`src/rtl/prog_mem_loader_if.sv`:
```
// Byte-stream and program-memory write bundle for prog_mem_loader.
// The "slave" modport is the loader; "master" is whoever streams the image
// and observes the memory write port and core-release status.
interface prog_mem_loader_if #(
    parameter int ADDR_W = 8,
    parameter int INS_W  = 20
);
    logic              start;
    logic [7:0]        byte_in;
    logic              byte_valid;
    logic              byte_ready;
    logic              pm_we;
    logic [ADDR_W-1:0] pm_addr;
    logic [INS_W-1:0]  pm_din;
    logic              load_done;
    logic              cpu_reset;
    logic              load_err;

    modport master (
        output start, byte_in, byte_valid,
        input  byte_ready, pm_we, pm_addr, pm_din, load_done, cpu_reset, load_err
    );

    modport slave (
        input  start, byte_in, byte_valid,
        output byte_ready, pm_we, pm_addr, pm_din, load_done, cpu_reset, load_err
    );
endinterface

```
`src/rtl/prog_mem_loader.sv`:
```
// Program memory loader: takes a header byte (last word address L) followed
// by 3 bytes per 20-bit instruction, writes L+1 words starting at address 0,
// and keeps the core in reset (cpu_reset low) until the image is in place.
// Optional feature macro: PROG_LOADER_CHECKSUM_EN adds a trailing XOR
// checksum byte and an ERR state that keeps the core held on a bad image.
module prog_mem_loader #(
    parameter int ADDR_W = 8,
    parameter int INS_W  = 20
) (
    input  logic                 clk,
    input  logic                 reset,
    prog_mem_loader_if.slave     bus
);

`ifdef PROG_LOADER_CHECKSUM_EN
    typedef enum logic [3:0] {IDLE, HDR, B0, B1, B2, WR, DONE, CHK, ERR} state_t;
`else
    typedef enum logic [2:0] {IDLE, HDR, B0, B1, B2, WR, DONE} state_t;
`endif

    state_t            state_q, state_d;
    logic [ADDR_W-1:0] addr_q, addr_d;
    logic [ADDR_W-1:0] last_q, last_d;
    logic [INS_W-1:0]  din_q, din_d;
    logic              err_q, err_d;
    logic              ready;
    logic              take;
`ifdef PROG_LOADER_CHECKSUM_EN
    logic [7:0]        csum_q, csum_d;
`endif

    // Ready is a pure state decode so the source sees it stable all cycle.
    always_comb begin
        ready = 1'b0;
        case (state_q)
            HDR, B0, B1, B2: ready = 1'b1;
`ifdef PROG_LOADER_CHECKSUM_EN
            CHK:             ready = 1'b1;
`endif
            default:         ready = 1'b0;
        endcase
    end

    assign take = bus.byte_valid && ready;

    // Next-state and datapath updates; a new start only restarts from a resting state.
    always_comb begin
        state_d = state_q;
        addr_d  = addr_q;
        last_d  = last_q;
        din_d   = din_q;
        err_d   = err_q;
`ifdef PROG_LOADER_CHECKSUM_EN
        csum_d  = csum_q;
`endif
        case (state_q)
`ifdef PROG_LOADER_CHECKSUM_EN
            IDLE, DONE, ERR: begin
`else
            IDLE, DONE: begin
`endif
                if (bus.start) begin
                    addr_d  = '0;
                    err_d   = 1'b0;
                    state_d = HDR;
                end
            end
            HDR: if (take) begin
                last_d  = ADDR_W'(bus.byte_in);
`ifdef PROG_LOADER_CHECKSUM_EN
                csum_d  = bus.byte_in;
`endif
                state_d = B0;
            end
            B0: if (take) begin
                din_d[7:0] = bus.byte_in;
`ifdef PROG_LOADER_CHECKSUM_EN
                csum_d     = csum_q ^ bus.byte_in;
`endif
                state_d    = B1;
            end
            B1: if (take) begin
                din_d[15:8] = bus.byte_in;
`ifdef PROG_LOADER_CHECKSUM_EN
                csum_d      = csum_q ^ bus.byte_in;
`endif
                state_d     = B2;
            end
            B2: if (take) begin
                // Upper nibble is unused by the ISA; nonzero flags a malformed image
                // but the word is still written so the address sequence stays intact.
                din_d[19:16] = bus.byte_in[3:0];
                if (bus.byte_in[7:4] != 4'h0) err_d = 1'b1;
`ifdef PROG_LOADER_CHECKSUM_EN
                csum_d       = csum_q ^ bus.byte_in;
`endif
                state_d      = WR;
            end
            WR: begin
                if (addr_q == last_q) begin
`ifdef PROG_LOADER_CHECKSUM_EN
                    state_d = CHK;
`else
                    state_d = DONE;
`endif
                end else begin
                    addr_d  = addr_q + 1'b1;
                    state_d = B0;
                end
            end
`ifdef PROG_LOADER_CHECKSUM_EN
            CHK: if (take) begin
                if (bus.byte_in == csum_q && !err_q) begin
                    state_d = DONE;
                end else begin
                    err_d   = 1'b1;
                    state_d = ERR;
                end
            end
`endif
            default: state_d = IDLE;
        endcase
    end

    // State and datapath registers, cleared asynchronously.
    always_ff @(posedge clk or posedge reset) begin
        if (reset) begin
            state_q <= IDLE;
            addr_q  <= '0;
            last_q  <= '0;
            din_q   <= '0;
            err_q   <= 1'b0;
`ifdef PROG_LOADER_CHECKSUM_EN
            csum_q  <= '0;
`endif
        end else begin
            state_q <= state_d;
            addr_q  <= addr_d;
            last_q  <= last_d;
            din_q   <= din_d;
            err_q   <= err_d;
`ifdef PROG_LOADER_CHECKSUM_EN
            csum_q  <= csum_d;
`endif
        end
    end

    assign bus.byte_ready = ready;
    assign bus.pm_we      = (state_q == WR);
    assign bus.pm_addr    = addr_q;
    assign bus.pm_din     = din_q;
    assign bus.load_done  = (state_q == DONE);
    assign bus.cpu_reset  = (state_q == DONE);
    assign bus.load_err   = err_q;

endmodule

```
`src/flat_wrapper.sv`:
```
// flat-port wrapper written by rule: the top's interface ports become plain ports
module prog_mem_loader_flat 
#(
    parameter int ADDR_W = 8,
    parameter int INS_W  = 20
)
  (clk, reset, bus_start, bus_byte_in, bus_byte_valid, bus_byte_ready, bus_pm_we, bus_pm_addr, bus_pm_din, bus_load_done, bus_cpu_reset, bus_load_err);
  prog_mem_loader_if #(.ADDR_W(ADDR_W), .INS_W(INS_W)) bus_i ();
  input  logic clk;
  input  logic reset;
  input wire logic [$bits(bus_i.start)-1:0] bus_start;
  input wire logic [$bits(bus_i.byte_in)-1:0] bus_byte_in;
  input wire logic [$bits(bus_i.byte_valid)-1:0] bus_byte_valid;
  output wire logic [$bits(bus_i.byte_ready)-1:0] bus_byte_ready;
  output wire logic [$bits(bus_i.pm_we)-1:0] bus_pm_we;
  output wire logic [$bits(bus_i.pm_addr)-1:0] bus_pm_addr;
  output wire logic [$bits(bus_i.pm_din)-1:0] bus_pm_din;
  output wire logic [$bits(bus_i.load_done)-1:0] bus_load_done;
  output wire logic [$bits(bus_i.cpu_reset)-1:0] bus_cpu_reset;
  output wire logic [$bits(bus_i.load_err)-1:0] bus_load_err;
  assign bus_i.start = bus_start;
  assign bus_i.byte_in = bus_byte_in;
  assign bus_i.byte_valid = bus_byte_valid;
  assign bus_byte_ready = bus_i.byte_ready;
  assign bus_pm_we = bus_i.pm_we;
  assign bus_pm_addr = bus_i.pm_addr;
  assign bus_pm_din = bus_i.pm_din;
  assign bus_load_done = bus_i.load_done;
  assign bus_cpu_reset = bus_i.cpu_reset;
  assign bus_load_err = bus_i.load_err;
  prog_mem_loader #(.ADDR_W(ADDR_W), .INS_W(INS_W)) u_core (.clk(clk), .reset(reset), .bus(bus_i));
endmodule
```
`config.mk`:
```
export PLATFORM = sky130hd
export DESIGN_NAME = prog_mem_loader_flat
export DESIGN_NICKNAME = d
export VERILOG_FILES = /design/src/rtl/prog_mem_loader_if.sv /design/src/rtl/prog_mem_loader.sv /design/src/flat_wrapper.sv
export SDC_FILE = /design/constraint.sdc
export NUM_CORES = 1
export LEC_CHECK = 0
export ABC_AREA = 1
export BUFFER_PORTS_ARGS = -buffer_cell sky130_fd_sc_hd__buf_2
export CORE_UTILIZATION = 53
export DETAILED_ROUTE_END_ITERATION = 6
export PLACE_DENSITY = 0.79
export SKIP_CTS_REPAIR_TIMING = 1
export SLEW_MARGIN = 30
export SYNTH_ARGS = -nofsm -noshare
export SYNTH_HDL_FRONTEND = slang
export SYNTH_SLANG_ARGS = --single-unit
```
`constraint.sdc`:
```
create_clock -name clk -period 1.7 [get_ports clk]
set_clock_uncertainty 0.05 [all_clocks]
set_input_delay 0.255 -clock clk [delete_from_list [all_inputs] [get_ports clk]]
set_output_delay 0.255 -clock clk [all_outputs]
set_load 0.01 [all_outputs]
```
==> metrics, run 1 <==
CP cell instances=inv_2, nor2_2, nand2_2, clkinv_2, buf_2; Synth Net Count=~240; Initial DRC Count=55; share of cells above drive strength 1=31.9%; Vias/cell=4.88; CP startpoint kind=register; dpl hpwl=2790 um; Final Hold Viols=0; DIE HEIGHT=63.0 um; DRC Markers=0; Worst setup EP type=primary output; Final nets=285; Port Buffers=44; met1 wire length=1850 um; number of antenna cells inserted=0; clk sinks=40; critical path class=register to primary output; final setup violation count=0; die span in x=~63 um; Max IR drop VDD=1.09 mV; Tcrit/Tclk final=a little under 100%; Critical Path Fanout Max=5; mapped cell area=between 1500 and 2000 um2; Final Max Tran Viols=0; largest net degree at the start of global routing=41; H-tree depth=2; f_max=610 MHz; row count=21; met3 routed wirelength=229 um; CTS buffer count=5; register area=1000 um2; antenna violations before repair=0; top-area cell type share of the netlist area=between 50% and 60%; Cells after DPL=311; Starting Density=57.3%; CP max stage cell=dfrtp_1; Cell Pwr Density=1670 nW/um2; Final ANT Viol Nets=0; syn avg cell area=just under 9 um2; WP data required=1.39 ns; Clock Tree Buf Depth=2; Leak=1.25 nW; maxcap violations=0; All-Layer GR Usage=between 20% and 30%; DR vias=1557; ranking of synthesized cells by area=dfrtp_1, nand2_1, o21ai_1; Period minus WS final=1.64 ns; Yosys reg bits=40; Rel. slew slack=approximately 68%; Clk Latency, worst-skew pair=around 0.30 ns; drt wl/cell=12.2 um; core area=3440 um2; grt ovf=0; vias in the first global route=roughly 1500; TritonCTS clock tree=yes; setup TNS=0 ns; Slew @ Worst Pin=about 0.5 ns; die footprint=3970 um2; Syn Inst Count=224; Clock Tree Root=clkbuf_8; Seq/Total Area, Yosys=50.7%; status=finished clean; WL final=between 3000 and 4000 um; first-pass GRT wire length=about 6700 um; met2 wire len=1770 um; Multi-input gate area=853 um2; Synth area leader=dfrtp_1; RSZ-0062 raised after global routing=no; data arrival time of the worst path=1.33 ns; worst min-delay path category=input port to asynchronous set/reset pin; Non-Filler Instances=319; Area Growth Syn to Fin=18.0%; total I/O pin count=45; highest metal used=met4; CTS clk-pin slew, worst paths=roughly 0.080 ns; Netlist cell types=30; Ys Warns=0; CP max stage delay=0.42 ns; filler cell count=303; gpl congestion=0.831; TritonRoute pass-1 iters=4
cell type report:
cell class              instances  area share (%)
inverters                      25            4.08
flip-flops and latches         40            43.0
well taps                      46            2.47
repair buffers                 45            9.78
multi-input cells             155            36.6
clock buffers                   7            3.71
clock inverters                 1           0.322
logic make-up after synthesis:
logic type / Yosys count / synth area share, %
fa+ha+maj: 1 / 0.634
compound gates: 38 / 12.1
buf+inv: 29 / 6.28
flops: 40 / 50.7
simple gates: 108 / 26.7
xor+xnor: 8 / 3.55
per-layer routing:
metal  global-route usage, %  vias to the layer above
met4                    8.72                        0
met5                       0                        -
li1                        -                      804
met1                    28.8                      699
met3                    4.74                        9
met2                    35.2                       45
sequential cells by signal, indices dropped and copies added (netlist names):
register / flops
u_core.bus.pm_addr: 8
u_core.bus.load_err: 1
u_core.bus.pm_din: 20
u_core.state_q: 3
u_core.last_q: 8
where the power goes:
part,internal (W),switching (W)
clock,0.000329,0.000322
combinational,0.000646,0.000999
sequential,0.00132,0.000268
total,0.00230,0.00159
placed cells by master (no fill, tap or decap), drive strengths merged, types with 2 or more instances in the layout:
cell    count
inv        23
dfrtp      40
nand2      81
buf        45
clkbuf      7
nor2       11
nand3       9
o21ai      33
nor3b       2
nor3        3
xnor2       7
clkinv      2
a21oi       4
synth_stat cells:
library cell and instances:
o21ai_1 19, nand2_2 5, nand2_4 5, xor2_1 1, dfrtp_1 40, nand3b_4 1, nand2_1 71, o21ai_4 1
inv_1 19, nor3_2 2, ha_1 1, xnor2_1 7, nor2_1 7, clkinv_2 1, a21oi_1 4, nor2_2 3
buf_6 1, clkinv_1 1, o211ai_2 1, nand3_2 1, or2_0 1, o21ai_0 5, nand3_1 8, nor3_1 1
nor3b_1 2, inv_2 4, buf_2 2, o21ai_2 8, nor2_4 1, buf_4 1
metrics by stage:
stage / area, um2 / total power (W) / util (%) / setup WS (ns) / hold slack, ns
finish: 2330 / 0.00388 / 67.6 / 0.0613 / 0.00404
global route: 2330 / 0.00418 / 67.6 / 0.00517 / 0.0664
CTS: 2320 / 0.00389 / 67.5 / 0.0475 / 0.0254
detailed placement: 2230 / 0.00322 / 64.8 / 0.251 / 0.347
global placement: 2230 / 0.00319 / 64.8 / 0.257 / 0.347
floorplan: 1970 / 0.00276 / - / 0.365 / 0.331
worst max-delay path: cells and delay by family, from the launching register on:
family / cells / cell delay (ns)
AND/OR/NAND/NOR: 2 / 0.31
flip-flops: 1 / 0.42
buffers and inverters: 3 / 0.31
final timing paths:
kind,start,end,slack [ns],cells after the start
max in group asynchronous,reset,u_core.last_q[0],1.25,3
hold reg to reg,u_core.bus.pm_din[4],u_core.bus.pm_din[4],0.43,2
hold / removal,reset,u_core.bus.pm_din[16],0.004,3
setup reg to reg,u_core.state_q[0],u_core.bus.pm_din[7],0.21,6
min in group clk,bus_byte_in[1],u_core.bus.pm_din[1],0.22,3
setup / recovery,u_core.state_q[0],bus_pm_we,0.06,5
Power figures use the tool's default switching activity.
==> inputs of run 2 (changes only) <==
--- a/config.mk
+++ b/config.mk
@@ -7,6 +7,7 @@
 export LEC_CHECK = 0
 export ABC_AREA = 1
 export BUFFER_PORTS_ARGS = -buffer_cell sky130_fd_sc_hd__buf_2
+export CORE_MARGIN = 3
 export CORE_UTILIZATION = 53
 export DETAILED_ROUTE_END_ITERATION = 6
 export PLACE_DENSITY = 0.79
==> run 2 against run 1 <==
Compared with the run above:
- die area is 13% higher
- critical path type unchanged
- sequential share of layout area is essentially flat
- highest routed layer unchanged
- largest cell class unchanged
- via count rose by 2.4%
- flip-flop and latch count did not move
- utilization decreased by 0.44 points
- cell area up 0.11%
==> metrics, run 2 (synthesis gave the netlist of run 1 again) <==
final instance area=2330 um2 (+0.11%); met1 usage=28.0% (-0.79 points); Final Hold Viols=0 (unchanged); total I/O pin count=45 (unchanged); Starting Density=56.9% (-0.43 points); Cell Pwr Density=1670 nW/um2 (about the same); DR vias=1594 (+2.4%); grt ovf=0 (unchanged); data arrival time of the worst path=1.30 ns (-0.03 ns); RSZ-0062 raised after global routing=no; final setup violation count=0 (unchanged); setup TNS=0 ns (unchanged); Leak=1.25 nW (about the same); Final nets=285 (unchanged); reg2reg setup slack=0.17 ns (-0.04 ns); die span in x=67.0 um (+6.3%); Worst setup EP type=primary output; Clock Tree Buf Depth=2 (unchanged); share of cells above drive strength 1=31.5% (-0.37 points); filler cell count=299 (-1.3%); first-pass GRT wire length=6760 um (+0.42%); WL final=4010 um (+2.9%); drt wl/cell=12.6 um (+2.9%); die footprint=4490 um2 (+13%); Rel. slew slack=66.8% (-0.75 points); Cell Area, Placed=2230 um2 (unchanged); Area Growth Syn to Fin=18.1%; R2R cell count=6 (unchanged); Clock Tree Root=clkbuf_8; Max IR drop VDD=1.05 mV (-3.4%); gpl congestion=0.871 (+4.8%); f_max=623 MHz (+2.1%); core area=3470 um2 (+0.76%); worst min-delay path category=input port to asynchronous set/reset pin; CTS buffer count=5 (unchanged); most frequent cells in the layout=nand2_1, buf_2, dfrtp_1, inv_1, o21ai_1; grt met2 use=30.7% (-4.5 points); Initial DRC Count=97 (+76%); All-Layer GR Usage=19.9% (-2.1 points); most common cell after layout, fill and taps aside=nand2_1; status=finished clean; Hold WS=0.0166 ns (+0.0125 ns); TritonCTS clock tree=yes; H-tree depth=2 (unchanged); Period minus WS final=1.60 ns (-0.0342 ns); GR peak layer=met2; TritonRoute pass-1 iters=4 (unchanged); Port Buffers=44 (unchanged); Vias/cell=5.00 (+2.4%); maxcap violations=0 (unchanged); CP startpoint kind=register; row count=21 (unchanged); CTS clk-pin slew, worst paths=0.07 ns (about the same); WP data required=1.39 ns (about the same); Cells after DPL=311 (unchanged); Slew @ Worst Pin=0.498 ns (+0.0112 ns); met3 global-route usage=5.56% (+0.82 points); DRC Markers=0 (unchanged); dpl hpwl=2990 um (+7.1%); Critical Path Fanout Max=5 (unchanged); max reg flops=20 (unchanged); Final ANT Viol Nets=0 (unchanged); clk sinks=40 (unchanged); Clk Latency, worst-skew pair=0.28 ns (-0.02 ns); Tcrit/Tclk final=94.4% (-2.0 points); antenna violations before repair=0 (unchanged); DIE HEIGHT=67.0 um (+6.3%); critical path class=register to primary output; number of antenna cells inserted=0 (unchanged); Non-Filler Instances=319 (unchanged); vias in the first global route=1471 (-4.0%); Final Max Tran Viols=0 (unchanged); largest net degree at the start of global routing=41 (unchanged)
[run 2: worst paths after layout]
kind | end | startpoint
worst max-delay path | bus_pm_we | u_core.state_q[0]
worst max register to register | u_core.bus.pm_din[0] | u_core.state_q[0]
worst min-delay path | u_core.bus.pm_din[18] | reset
max in group asynchronous | u_core.bus.pm_addr[5] | reset
worst min register to register | u_core.bus.pm_din[4] | u_core.bus.pm_din[4]
min in group clk | u_core.bus.pm_din[1] | bus_byte_in[1]
[run 2: where the power goes]
group	internal, W	switching (W)	leakage, nW
registers	0.00132	0.000269	0.514
clock network	0.000330	0.000324	0.0445
logic	0.000650	0.000998	0.688
[run 2: cell type report]
class / instances / area [um2] / share of cell area (%)
sequential: 40 / 1000 / 42.9
timing repair buffer: 45 / 228 / 9.77
inverter: 25 / 95.1 / 4.08
tap: 46 / 57.6 / 2.47
clock inverter: 1 / 7.51 / 0.322
clock buffer: 7 / 86.3 / 3.70
multi-input combinational: 155 / 856 / 36.7
[run 2: metrics by stage]
stage / utilization (%) / worst slack (ns) / power, W
6_report: 67.2 / 0.0956 / 0.00389
5_1_grt: 67.2 / 0.00538 / 0.00421
4_1_cts: 67.0 / 0.0675 / 0.00391
3_5_place_dp: 64.3 / 0.238 / 0.00324
3_3_place_gp: 64.3 / 0.258 / 0.00319
2_1_floorplan: - / 0.365 / 0.00276
[run 2: metal layers]
metal / up-vias / part of all wire, %
met4: 0 / 0.72
met1: 742 / 47
met2: 45 / 47
li1: 803 / -
met3: 4 / 5.7
met5: - / 0
[run 2: worst max-delay path: stages, from the launching register on]
cell and delay, ns:
dfrtp_1 0.41, inv_2 0.13, nor2_4 0.05, nand2_1 0.16, clkinv_2 0.11, buf_2 0.15
